**src/rtl/alu_pkg.sv**
```systemverilog
// Shared ALU adder constants, used when tiling lookahead group slices
// into the 16-/32-bit adders.
package alu_pkg;

    localparam int ALU_WORD = 32;
    localparam int GROUP_W  = 4;

    // Number of group slices needed to cover a word of the given width.
    function automatic int num_groups(input int word_w, input int group_w);
        return (word_w + group_w - 1) / group_w;
    endfunction

endpackage

```
**src/rtl/cla_bit_stage_unit_if.sv**
```systemverilog
// Operand/result bundle of one lookahead group slice; the master drives
// operands, the slave (the slice) returns registered results.
interface cla_bit_stage_unit_if #(
    parameter int WIDTH = 4
) ();

    logic             valid_in;
    logic [WIDTH-1:0] x;
    logic [WIDTH-1:0] y;
    logic             c_in;
    logic [WIDTH-1:0] sum;
    logic             g_grp;
    logic             p_grp;
    logic             c_out;
    logic             valid_out;

    modport master (
        output valid_in, x, y, c_in,
        input  sum, g_grp, p_grp, c_out, valid_out
    );

    modport slave (
        input  valid_in, x, y, c_in,
        output sum, g_grp, p_grp, c_out, valid_out
    );

endinterface

```
**src/rtl/bit_stage_core.sv**
```systemverilog
// One bit stage of the lookahead slice: generate, propagate and sum for a
// single bit given the carry arriving at that bit.
module bit_stage_core (
    output logic g,
    output logic p,
    output logic sum,
    input  logic x,
    input  logic y,
    input  logic c_in
);

    assign g   = x & y;
    assign p   = x ^ y;
    assign sum = p ^ c_in;

endmodule

```
**src/rtl/cla_bit_stage_unit.sv**
```systemverilog
// Registered carry-lookahead group slice: per-bit stage cells, a ripple carry
// into each cell, group generate/propagate and a lookahead carry-out.
module cla_bit_stage_unit
    import alu_pkg::*;
#(
    parameter int WIDTH = GROUP_W
) (
    input  logic                 Clk,
    input  logic                 Reset,
    cla_bit_stage_unit_if.slave  bus
);

    logic [WIDTH-1:0] g_bit;
    logic [WIDTH-1:0] p_bit;
    logic [WIDTH-1:0] s_bit;
    logic [WIDTH-1:0] carry;

    logic             c_ripple;
    logic             g_acc;
    logic             p_acc;
    logic             c_next;

    for (genvar i = 0; i < WIDTH; i++) begin : g_stage
        bit_stage_core u_core (
            .g    (g_bit[i]),
            .p    (p_bit[i]),
            .sum  (s_bit[i]),
            .x    (bus.x[i]),
            .y    (bus.y[i]),
            .c_in (carry[i])
        );
    end

    // Carry into each bit plus the group terms, folded from bit 0 upward so
    // G ends as g_{W-1} | p_{W-1}(g_{W-2} | ...), independent of c_in.
    always_comb begin
        // NOTE: every variable gets a default before the loop, so no path
        // leaves one unassigned and no latch is inferred; blocking '=' is
        // used here because later iterations read the updated values.
        carry    = '0;
        c_ripple = bus.c_in;
        g_acc    = 1'b0;
        p_acc    = 1'b1;
        for (int i = 0; i < WIDTH; i++) begin
            carry[i] = c_ripple;
            c_ripple = g_bit[i] | (p_bit[i] & c_ripple);
            g_acc    = g_bit[i] | (p_bit[i] & g_acc);
            p_acc    = p_acc & p_bit[i];
        end
        c_next = g_acc | (p_acc & bus.c_in);
    end

    // Results update only on valid operands; valid_out is a plain one-cycle
    // delayed copy so a consumer sees each result flagged exactly once.
    always_ff @(posedge Clk) begin
        // NOTE: registers use non-blocking '<=' so every flop samples the
        // pre-edge values regardless of statement order.
        if (Reset) begin
            bus.sum       <= '0;
            bus.g_grp     <= 1'b0;
            bus.p_grp     <= 1'b0;
            bus.c_out     <= 1'b0;
            bus.valid_out <= 1'b0;
        end else begin
            bus.valid_out <= bus.valid_in;
            if (bus.valid_in) begin
                bus.sum   <= s_bit;
                bus.g_grp <= g_acc;
                bus.p_grp <= p_acc;
                bus.c_out <= c_next;
            end
        end
    end

endmodule

```
**src/flat_wrapper.sv**
```systemverilog
// flat-port wrapper written by rule: the top's interface ports become plain ports
module cla_bit_stage_unit_flat import alu_pkg::*;
#(
    parameter int WIDTH = GROUP_W
)
  (Clk, Reset, bus_valid_in, bus_x, bus_y, bus_c_in, bus_sum, bus_g_grp, bus_p_grp, bus_c_out, bus_valid_out);
  cla_bit_stage_unit_if #(.WIDTH(WIDTH)) bus_i ();
  input  logic Clk;
  input  logic Reset;
  input wire logic [$bits(bus_i.valid_in)-1:0] bus_valid_in;
  input wire logic [$bits(bus_i.x)-1:0] bus_x;
  input wire logic [$bits(bus_i.y)-1:0] bus_y;
  input wire logic [$bits(bus_i.c_in)-1:0] bus_c_in;
  output wire logic [$bits(bus_i.sum)-1:0] bus_sum;
  output wire logic [$bits(bus_i.g_grp)-1:0] bus_g_grp;
  output wire logic [$bits(bus_i.p_grp)-1:0] bus_p_grp;
  output wire logic [$bits(bus_i.c_out)-1:0] bus_c_out;
  output wire logic [$bits(bus_i.valid_out)-1:0] bus_valid_out;
  assign bus_i.valid_in = bus_valid_in;
  assign bus_i.x = bus_x;
  assign bus_i.y = bus_y;
  assign bus_i.c_in = bus_c_in;
  assign bus_sum = bus_i.sum;
  assign bus_g_grp = bus_i.g_grp;
  assign bus_p_grp = bus_i.p_grp;
  assign bus_c_out = bus_i.c_out;
  assign bus_valid_out = bus_i.valid_out;
  cla_bit_stage_unit #(.WIDTH(WIDTH)) u_core (.Clk(Clk), .Reset(Reset), .bus(bus_i));
endmodule
```
**config.mk**
```make
export PLATFORM = sky130hd
export DESIGN_NAME = cla_bit_stage_unit_flat
export DESIGN_NICKNAME = d
export VERILOG_FILES = /design/src/rtl/alu_pkg.sv /design/src/rtl/cla_bit_stage_unit_if.sv /design/src/rtl/bit_stage_core.sv /design/src/rtl/cla_bit_stage_unit.sv /design/src/flat_wrapper.sv
export SDC_FILE = /design/constraint.sdc
export NUM_CORES = 1
export LEC_CHECK = 0
export ABC_AREA = 1
export ABC_CLOCK_PERIOD_IN_PS = 2660
export CAP_MARGIN = 0
export CORE_MARGIN = 1.5
export CORE_UTILIZATION = 30
export DETAILED_ROUTE_END_ITERATION = 8
export GPL_TIMING_DRIVEN = 1
export PLACE_DENSITY = 0.57
export RECOVER_POWER = 100
export SLEW_MARGIN = 30
export SYNTH_ARGS = -nofsm -noshare
export SYNTH_HDL_FRONTEND = slang
export SYNTH_SLANG_ARGS = --single-unit
```
**constraint.sdc**
```tcl
create_clock -name Clk -period 2.66 [get_ports Clk]
set_input_delay 0.532 -clock Clk [delete_from_list [all_inputs] [get_ports Clk]]
set_output_delay 0.532 -clock Clk [all_outputs]
set_load 0.02 [all_outputs]
```
==> flow_summary.yaml, run 1 <==
grt:
  met1_usage_pct: 15.1
  grt_pass1_wl_um: 1690
  grt_antenna_before_repair: 0
  grt_overflow: 0
  met3_usage_pct: 1.70
  use_met2_pct: 19.1
  grtUsageTotal_pct: 12.3
  top_usage_layer: "met2"
  grt_max_degree: 10
  grt_pass1_vias: 421
place:
  place_congestion: 0.741
  dp_hpwl_um: 760
  port_buffers: 19
  placed_cells: 94
  preCtsSetupSlack_ns: 0.0632
hold_path:
  hp-start: "u_core.bus.g_grp"
  holdPathEnd: "u_core.bus.g_grp"
  hp-class: "flip-flop to flip-flop"
  hold_depth: 2
logic_synthesis:
  syn-cell-area_sq_um: 483
  ys.flop_type: "dfxtp_1"
  yosysTopAreaCell: "dfxtp_1"
  ys_top_cells_by_count: "14 x inv_1, 13 x nand2_1, 8 x dfxtp_1"
  netlist.area_leader.share_pct: 33.2
  syn_nets: 80
  yosysMostFrequentCell: "inv_1"
  synth_area_per_cell_sq_um: 7.92
  synthTopCellsByArea: "dfxtp_1 33%, fa_1 12%, inv_1 11%"
  synth-edff-count: 0
  ys_seq_area_share_pct: 33.2
  async_flop_share_pct: 0
  synthCells: 61
  ys_types: 17
  ys_warn_count: 0
  synth.ff_latch_count: 8
sta:
  fin_crit_ns: 2.36
  setup_violations: 0
  worst_clock_skew_ns: 0
  maxSlewViolCount: 0
  finalWorstSetupSlack_ns: 0.295
  tns_ns: 0
  finalCritPeriodShare_pct: 88.9
  tightest_slew_ns: 0.333
  hold_viol: 0
  maxSlewHeadroom_pct: 77.7
  rsz0062_at_grt: "false"
  fmax_mhz: 423
floorplanning:
  die_h_um: 43.1
  io_pins: 20
  dieWidth_um: 43.1
  start_util_pct: 32.1
  core_area_sq_mm: 0.00151
  rows: 14
  dieArea_sq_mm: 0.00186
cts:
  cts.sinks: 8
  clk-insertion-delay-late_ns: 0.25
  root_buffer: "clkbuf_4"
  cts_setup_buffers: 0
  htreeDepth: 1
  cts_inserted_buffers: 3
  clk_pin_slew_ns: 0.06
  cts.path.max_buffers: 2
  cts_hold_buffers: 0
  postCtsResizedCells: 0
  cts_tree: "yes"
route:
  avgRoutedWirePerCell_um: 9.20
  drtPass1Iterations: 2
  vias: 428
  drt_iter0_drc: 2
  routed_via_density: 4.41
  wl_um: 892
  drcViolationCount: 0
  antenna_left: 0
critical_path:
  critPathBufInv: 5
  start_kind: "primary input"
  cp_max_fo: 2
  crit_arrival_ns: 2.51
  path_delay_family: "adder cells"
  reg2reg_depth: 4
  r2r-start: "u_core.bus.c_out"
  required_ns: 2.81
  rrSetupSlack_ns: 1.95
  worstPathCellList: "dlygate4sd3_1 > inv_1 > fa_1 > inv_1 > fa_1 > inv_1 > fa_1 > xnor2_1 > o21ai_0 > inv_1"
  path_class: "primary input to flip-flop"
  critical_path.max_stage_delay_ns: 0.55
  crit_top_cell: "inv_1"
  reg2reg_to: "u_core.bus.c_out"
  critical_path.slowest_cell: "dlygate4sd3_1"
  end_kind: "flip-flop"
final_layout:
  drive_gt1_share_pct: 7.41
  seqCellArea_sq_um: 160
  multi_input_area_sq_um: 251
  utilization_pct: 46.5
  fill_cells: 152
  final_cells: 97
  antenna_cells: 0
  final_nets: 102
  layout-area-overhead-vs-synth_pct: 45.1
pwr:
  ir_drop_uv: 144
  leakage_nw: 0.348
  power_density_mw_per_mm2: 448
run_status:
  outcome: "complete, no violations"
job:
  max-cap-violations: 0
==> through the flow <==
step                power (mW)  hold WS, ns  cell area, sq um
floorplan                0.188        0.537               483
global placement         0.228        0.457               678
detailed placement       0.230        0.458               678
CTS                      0.324        0.466               701
global route             0.336        0.485               701
finish                   0.314        0.460               701
==> cell usage in the layout (no fill, tap or decap) <==
| cell | n |
|---|---|
| dfxtp_1 | 8 |
| fa_1 | 3 |
| nand2_2 | 1 |
| nand2_1 | 13 |
| a21oi_2 | 1 |
| xnor2_1 | 1 |
| clkinv_1 | 1 |
| a211oi_1 | 2 |
| o21ai_0 | 2 |
| dlygate4sd3_1 | 11 |
| inv_1 | 14 |
| clkbuf_4 | 3 |
| ha_1 | 4 |
| nand3_2 | 1 |
| clkdlybuf4s50_1 | 8 |
| a21oi_1 | 3 |
| nor2_1 | 5 |
==> state kept, by name (all words and copies together), names as in the netlist <==
register,cells
u_core.bus.p_grp,1
u_core.bus.sum,4
u_core.bus.valid_out,1
u_core.bus.g_grp,1
u_core.bus.c_out,1
==> final cells by class <==
cell class,count,area share [%]
Clock buffer,3,3.21
Inverter,15,8.04
Multi-Input combinational cell,36,35.9
Sequential cell,8,22.9
Tap cell,16,2.86
Timing Repair Buffer,19,27.1
==> power by group <==
part           internal [mW]  total, mW  switching, mW  leakage [nW]
Clock                 0.0516     0.0927         0.0410        0.0138
Sequential             0.129      0.133        0.00376        0.0661
Combinational         0.0437     0.0883         0.0445         0.268
Total                  0.224      0.314         0.0893         0.348
==> layer usage <==
layer / routed length (um) / vias up / share of wire (%)
met3: 47 / 2 / 5.3
met4: 14 / 0 / 1.6
met1: 395 / 188 / 44
met5: 0 / - / 0
met2: 434 / 13 / 49
li1: - / 225 / -
==> worst min-delay path, cell delays in order, from the launching register on <==
cell,delay [ns]
dfxtp_1,0.30
nand2_1,0.06
a21oi_1,0.05
==> worst max-delay path by stage <==
| stage | from | endpoint | cells past startpoint |
|---|---|---|---|
| 2_1_floorplan | bus_c_in | u_core.bus.sum[3] | 9 |
| 3_3_place_gp | bus_c_in | u_core.bus.sum[3] | 10 |
| 3_5_place_dp | bus_c_in | u_core.bus.sum[3] | 10 |
| 4_1_cts | bus_c_in | u_core.bus.sum[3] | 10 |
| 5_1_grt | bus_y[0] | u_core.bus.sum[3] | 10 |
| 6_report | bus_y[0] | u_core.bus.sum[3] | 10 |
==> kinds of logic (layout without fill, tap and decap cells) <==
family          Yosys count  after routing  synth area share [%]
buf+inv                  17             37                  14.8
compound gates            8              8                  10.1
simple gates             20             20                  17.4
xor+xnor                  1              1                  1.81
flops                     8              8                  33.2
fa+ha+maj                 7              7                  22.8
Note: power is estimated with default switching activity, not from simulation.
==> run 2: changes to the inputs <==
SKIP_LAST_GASP = 1   (was not set)
==> results of run 2 <==
Same layout as run 1: the final DEF is identical, and so are final timing and power.
==> run 3: changes to the inputs <==
CORE_AREA = 2 2 39 41   (was not set)
CORE_MARGIN = not set   (was 1.5)
CORE_UTILIZATION = not set   (was 30)
DIE_AREA = 0 0 41 43   (was not set)
PLACE_DENSITY = 0.67   (was 0.57)
SLEW_MARGIN = 15   (was 30)
==> run 3 against run 2 <==
  * Sequential share of layout area unchanged
  * Sequential cell count unchanged
  * First-iteration DRC count rose to 3.5 times the previous value
  * Largest cell class unchanged
==> flow_summary.yaml, run 3 (same netlist as run 1, synthesis figures left out) <==
place:
  dp_hpwl_um: 723
  port_buffers: 19
  placed_cells: 94
  place_congestion: 0.748
sta:
  finalCritPeriodShare_pct: 89.3
  maxSlewHeadroom_pct: 79.7
  tns_ns: 0
  tightest_slew_ns: 0.304
  rsz0062_at_grt: "false"
  fin_crit_ns: 2.37
  worst_clock_skew_ns: 0
  maxSlewViolCount: 0
  setup_violations: 0
  fmax_mhz: 421
  hold_viol: 0
cts:
  cts_setup_buffers: 0
  cts_inserted_buffers: 3
  cts.sinks: 8
  postCtsResizedCells: 0
  root_buffer: "clkbuf_4"
  cts_hold_buffers: 0
  cts.path.max_buffers: 2
  clk-insertion-delay-late_ns: 0.25
  htreeDepth: 1
  clk_pin_slew_ns: 0.05
  cts_tree: "yes"
hold_path:
  hold_depth: 2
  hp-class: "flip-flop to flip-flop"
  holdPathEnd: "u_core.bus.sum[1]"
  hp-start: "u_core.bus.sum[1]"
pwr:
  total_power_uw: 312
  leakage_nw: 0.348
  power_density_mw_per_mm2: 446
  ir_drop_uv: 142
route:
  antenna_left: 0
  routed_via_density: 4.43
  avgRoutedWirePerCell_um: 8.71
  wl_um: 845
  drt_iter0_drc: 7
  drcViolationCount: 0
  vias: 430
  drtPass1Iterations: 4
critical_path:
  crit_top_cell: "inv_1"
  critical_path.slowest_cell: "dlygate4sd3_1"
  end_kind: "flip-flop"
  cp_max_fo: 2
  required_ns: 2.80
  rrSetupSlack_ns: 1.97
  start_kind: "primary input"
  r2r-start: "u_core.bus.c_out"
  cp-startpoint: "bus_y[0]"
  worstPathCellList: "dlygate4sd3_1 > inv_1 > fa_1 > inv_1 > fa_1 > inv_1 > fa_1 > xnor2_1 > o21ai_0 > inv_1"
  reg2reg_to: "u_core.bus.c_out"
  path_class: "primary input to flip-flop"
  crit_arrival_ns: 2.52
  critical_path.max_stage_delay_ns: 0.55
  reg2reg_depth: 4
grt:
  grt_max_degree: 10
  grt_antenna_before_repair: 0
  top_usage_layer: "met2"
  grt_pass1_vias: 385
  met3_usage_pct: 1.57
  grt_pass1_wl_um: 1430
  grtUsageTotal_pct: 11.7
  grt_overflow: 0
  met1_usage_pct: 14.0
  use_met2_pct: 18.1
job:
  max-cap-violations: 0
final_layout:
  final_nets: 102
  seqCellArea_sq_um: 160
  final_cell_mix: "14 x inv_1, 13 x nand2_1, 11 x dlygate4sd3_1"
  final_common_cell: "inv_1"
  drive_gt1_share_pct: 7.41
  largest_reg_flops: 4
  multi_input_area_sq_um: 251
  largest-register: "u_core.bus.sum"
  antenna_cells: 0
  final_cells: 97
  layout-area-overhead-vs-synth_pct: 45.1
  fill_cells: 149
floorplanning:
  dieWidth_um: 41
  dieArea_sq_mm: 0.00176
  rows: 14
  start_util_pct: 34.9
  io_pins: 20
  core_area_sq_mm: 0.00138
  die_h_um: 43
run_status:
  outcome: "complete, no violations"
-- run 3: cell counts in the layout (fill, tap and decap cells not counted) --
Identical to the previous run, type by type.
-- run 3: final cells by class --
cell class | instances | share of cell area, %
repair buffers | 19 | 27.1
flip-flops and latches | 8 | 22.9
multi-input cells | 36 | 35.9
clock buffers | 3 | 3.21
inverters | 15 | 8.04
well taps | 16 | 2.86
-- run 3: metrics by stage --
step	utilization, %	setup WS (ns)	hold WS (ns)	instance area (sq um)
finish	50.6	0.286	0.457	701
detailed placement	49.0	0.0661	0.456	678
global placement	49.0	0.105	0.454	678
global route	50.6	0.176	0.491	701
floorplan	-	0.655	0.537	483
CTS	50.6	0.324	0.465	701
-- run 3: layer usage --
layer | wire (um) | vias up
met1 | 369 | 188
met4 | 11 | 0
met2 | 411 | 16
met5 | 0 | -
met3 | 52 | 2
li1 | - | 224
-- run 3: critical path, delay by kind of cell --
kind	cells	cell delay, ns
compound gates	1	0.16
fa+ha+maj	3	0.91
xor+xnor	1	0.13
buf+inv	5	0.79
-- run 3: worst max path at each step --
stage	endpoint	slack, ns	depth (start not counted)
2_1_floorplan	u_core.bus.sum[3]	0.65	9
3_3_place_gp	u_core.bus.sum[3]	0.11	10
3_5_place_dp	u_core.bus.sum[3]	0.07	10
4_1_cts	u_core.bus.sum[3]	0.32	10
5_1_grt	u_core.bus.sum[3]	0.18	10
6_report	u_core.bus.sum[3]	0.29	10
-- run 3: where the power goes --
part | internal (mW) | total (mW) | switching [mW]
Sequential | 0.129 | 0.133 | 0.00361
Clock | 0.0515 | 0.0913 | 0.0398
Combinational | 0.0438 | 0.0885 | 0.0447
Total | 0.224 | 0.312 | 0.0881
==> patch 1: new RTL, settings of run 3 <==
Set the package constant `GROUP_W` to 6 (it was 4).
--- a/src/rtl/alu_pkg.sv
+++ b/src/rtl/alu_pkg.sv
@@ -3,7 +3,7 @@
 package alu_pkg;
 
     localparam int ALU_WORD = 32;
-    localparam int GROUP_W  = 4;
+    localparam int GROUP_W  = 6;
 
     // Number of group slices needed to cover a word of the given width.
     function automatic int num_groups(input int word_w, input int group_w);
Interface: changed (resized bus_sum, bus_x and bus_y); port bits go from 20 to 26. The function was not compared with the original's and may differ.
==> patch 1 against run 3 <==
- final cell count increased by 24%
- die area unchanged
- total power up 26%
- cell area is 35% higher
- area after synthesis up 35%
- count of clock-buffer cells in the layout is the same
- largest cell class unchanged
- routed wire length up 37%
- non-clock buffer count rose by 8
- utilization up 18 points
- setup slack worse by 0.20 ns
- sequential cell count grew 2
==> patch 1: results (changes against run 3) <==
{| class="wikitable"
! Metric !! Value
|-
| Sequential fraction of the synthesis area || 0.307 (-0.0251)
|-
| Count of buffers inserted at the top-level ports || 25 (+6)
|-
| Slowest library cell on the worst path || sky130_fd_sc_hd__fa_2
|-
| Met1 Resource Use GR || 0.236 (+0.0958)
|-
| Overall global routing resource usage || 0.172 (+0.0555)
|-
| Via count of the first global-routing pass || 522 (+36%)
|-
| Largest register FFs || 6 (+2)
|-
| Syn_nets || 103 (+29%)
|-
| Worst supply voltage drop on vdd || 0.147 mV (+3.4%)
|-
| Run status || finished, final reports clean
|-
| Wire length of the first global-routing pass || 2080 µm (+45%)
|-
| Total leakage power || 0.456 nW (+31%)
|-
| Hold wc startpoint || u_core.bus.sum[2]
|-
| Data arrival time of the critical path || 2.76 ns (+0.24 ns)
|-
| DPL Wire Length || 991 µm (+37%)
|-
| Final RePlAce weighted congestion || 0.786 (+5.1%)
|-
| Post-placement worst setup slack || -0.497 ns (-0.563 ns)
|-
| Layout cells sized above 1 || 0.221 (+0.147)
|-
| First element of the critical path || bus_x[0]
|-
| Leading post-synthesis cells by instance count || 20 x sky130_fd_sc_hd__nand2_1, 10 x sky130_fd_sc_hd__dfxtp_1, 10 x sky130_fd_sc_hd__inv_1, 6 x sky130_fd_sc_hd__a21oi_1, 6 x sky130_fd_sc_hd__ha_1
|-
| End point of the critical path || u_core.bus.sum[4]
|-
| 1st-pass router iterations || 3 (-1)
|-
| Count of different cell masters after synthesis || 19 (+2)
|-
| Max_slew headroom || 0.723 (-0.0741)
|-
| Final WL || 1150 µm (+37%)
|-
| Cell types with the largest area share after synthesis || sky130_fd_sc_hd__dfxtp_1 31%, sky130_fd_sc_hd__fa_1 15%, sky130_fd_sc_hd__ha_1 11%, sky130_fd_sc_hd__nand2_1 11%, sky130_fd_sc_hd__inv_1 5.7%
|-
| Worst Hold Margin || 0.458 ns (+0.000957 ns)
|-
| Vias after detailed routing || 544 (+27%)
|-
| Nets || 133 (+30%)
|-
| Met2 layer usage reported by global route || 0.253 (+0.0719)
|-
| Number of fillers in the final layout || 119 (-20%)
|-
| Detailed router's first-iteration violation count || 5 (-2)
|-
| Instance area at placement || 930 µm² (+37%)
|-
| Crit path largest cell delay || 0.52 ns (-0.03 ns)
|-
| Post-synth top area share || 0.307 (-0.0251)
|-
| Portion of the clock cycle consumed by the worst path in the final layout || 0.967 (+0.0744)
|-
| Pin count of the biggest net entering global routing || 11 (+1)
|}
[patch 1: cell types whose count changed in the layout (fill, tap and decap cells not counted), moves of 3 or more]
cell                             run 3  this run
sky130_fd_sc_hd__inv_1              14         8
sky130_fd_sc_hd__nand2_1            13        20
sky130_fd_sc_hd__fa_2                0         4
sky130_fd_sc_hd__inv_2               0         3
[patch 1: stage by stage]
stage | util | std cells
after floorplan | - | 76
after global placement | 0.672 | 117
after detailed placement | 0.672 | 117
after CTS | 0.684 | 120
after global routing | 0.682 | 120
final | 0.682 | 120
[patch 1: layout make-up]
cell class              count  share of cell area
inverters                  11              0.0438
clock buffers               3              0.0239
multi-input cells          53               0.426
well taps                  16              0.0212
flip-flops and latches     10               0.212
repair buffers             27               0.273
[patch 1: kinds of logic after synthesis]
group                      Yosys count  synth area share
AOI/OAI and AO/OA                   10            0.0920
xor gates and xnor gates             1            0.0134
adders and majority gates           11             0.268
buffers and inverters               13            0.0881
DFF                                 10             0.307
and+or+nand+nor                     31             0.232
[patch 1: metal layers]
layer,vias to the layer above,share of wire
met5,-,0
met4,0,0.012
met3,2,0.042
met2,15,0.48
met1,237,0.47
li1,290,-
[patch 1: worst register-to-register path: cells and delay by family, from the launching register on]
kind | cells | cell delay [ns]
flops | 1 | 0.32
simple gates | 2 | 0.13
compound gates | 1 | 0.11
buf+inv | 1 | 0.04
[patch 1: repair_timing]
action / CTS / global route
endpoints found under the setup margin: 2 / 2
endpoints found under the hold margin: 0 / 0
pin swaps: 7 / 4
resized for setup: 19 / 2
[patch 1: power by group]
group | switching [W] | internal, W
Clock | 0.0000455 | 0.0000519
Combinational | 0.0000661 | 0.0000624
Sequential | 0.00000468 | 0.000162
Total | 0.000116 | 0.000276
==> patch 2: new RTL, flow settings as in run 3 <==
Made on the original files. Reset style: asynchronous (`Reset`), changed in one clocked block.
--- a/src/rtl/cla_bit_stage_unit.sv
+++ b/src/rtl/cla_bit_stage_unit.sv
@@ -52,7 +52,7 @@
 
     // Results update only on valid operands; valid_out is a plain one-cycle
     // delayed copy so a consumer sees each result flagged exactly once.
-    always_ff @(posedge Clk) begin
+    always_ff @(posedge Clk or posedge Reset) begin
         // NOTE: registers use non-blocking '<=' so every flop samples the
         // pre-edge values regardless of statement order.
         if (Reset) begin
Formal check against the unedited RTL: differs if Reset is asserted again (counterexample within 4 cycles, from zero or initial values and one cycle with Reset high); with Reset held inactive, the same outputs for 10 cycles.
==> patch 2 against run 3 <==
- via count shrank 5.1%
- worst hold slack gained 0.013 ns
- cell area grew 1.4%
- total power grew 12%
- first-iteration DRC count shrank 43%
- largest cell class unchanged
- routed wire length grew 3.1%
- area after synthesis shrank 1.0%
- setup slack gained 0.038 ns
- combinational power grew 23%
- sequential cell count is the same
- non-clock buffer count is the same
- utilization grew 0.72 points
==> patch 2: results (changes against run 3) <==
{| class="wikitable"
! Metric !! Value
|-
| 1st-pass router iterations || 2 (-2)
|-
| Post-placement worst setup slack || 0.115 ns (+0.0486 ns)
|-
| Overall global routing resource usage || 0.135 (+0.0186)
|-
| Total leakage power || 0.387 nW (+11%)
|-
| DPL Wire Length || 725 µm (+0.24%)
|-
| Number of standard cells in the final layout excluding fillers || 94 (-3.1%)
|-
| Clock network share of area || 0.0317 (-0.000453)
|-
| Most used flip-flop cell after synthesis || sky130_fd_sc_hd__dfrtp_1
|-
| Syn avg cell area || 8.53 µm² (+7.8%)
|-
| Cell types with the largest area share after synthesis || sky130_fd_sc_hd__dfrtp_1 42%, sky130_fd_sc_hd__nand2_1 16%, sky130_fd_sc_hd__fa_1 13%, sky130_fd_sc_hd__ha_1 10%, sky130_fd_sc_hd__inv_1 10%
|-
| Met2 layer wire length in the routed design || 470 µm (+14%)
|-
| Run status || finished, final reports clean
|-
| Wire length of the first global-routing pass || 1610 µm (+13%)
|-
| Final RePlAce weighted congestion || 0.738 (-1.4%)
|-
| Power Internal || 0.000242 W (+7.8%)
|-
| Number of fillers in the final layout || 130 (-13%)
|-
| Via count of the first global-routing pass || 417 (+8.3%)
|-
| Sw power || 0.000107 W (+22%)
|-
| Met1 Resource Use GR || 0.148 (+0.00796)
|-
| Nets || 99 (-2.9%)
|-
| Pin count of the biggest net entering global routing || 11 (+1)
|-
| Post-detailed-route wirelength per cell || 9.27 µm (+6.4%)
|-
| Seq area share || 0.282 (+0.0531)
|-
| Data arrival time of the critical path || 2.51 ns (about the same)
|-
| DRT met1 WL || 346 µm (-6.2%)
|-
| Worst supply voltage drop on vdd || 0.136 mV (-3.8%)
|-
| Area used by multi-input combinational logic || 225 µm² (-10%)
|}
patch 2: changes by cell type in the layout (fill, tap and decap cells not counted), moves of 2 or more:
cell	before	now
sky130_fd_sc_hd__dfrtp_1	0	8
sky130_fd_sc_hd__a21oi_1	3	0
sky130_fd_sc_hd__nor2_1	5	0
sky130_fd_sc_hd__a211oi_1	2	0
sky130_fd_sc_hd__nand2_1	13	21
sky130_fd_sc_hd__dfxtp_1	8	0
patch 2: final timing paths:
| path | start | end | slack, ns |
|---|---|---|---|
| worst max-delay path | bus_c_in | u_core.bus.sum[3] | 0.32 |
| worst min-delay path | u_core.bus.sum[1] | u_core.bus.sum[1] | 0.47 |
| worst max register to register | u_core.bus.c_out | u_core.bus.c_out | 1.97 |
| worst min register to register | u_core.bus.sum[1] | u_core.bus.sum[1] | 0.47 |
| max in group asynchronous | Reset | u_core.bus.sum[0] | 1.79 |
| min in group asynchronous | Reset | u_core.bus.c_out | 0.65 |
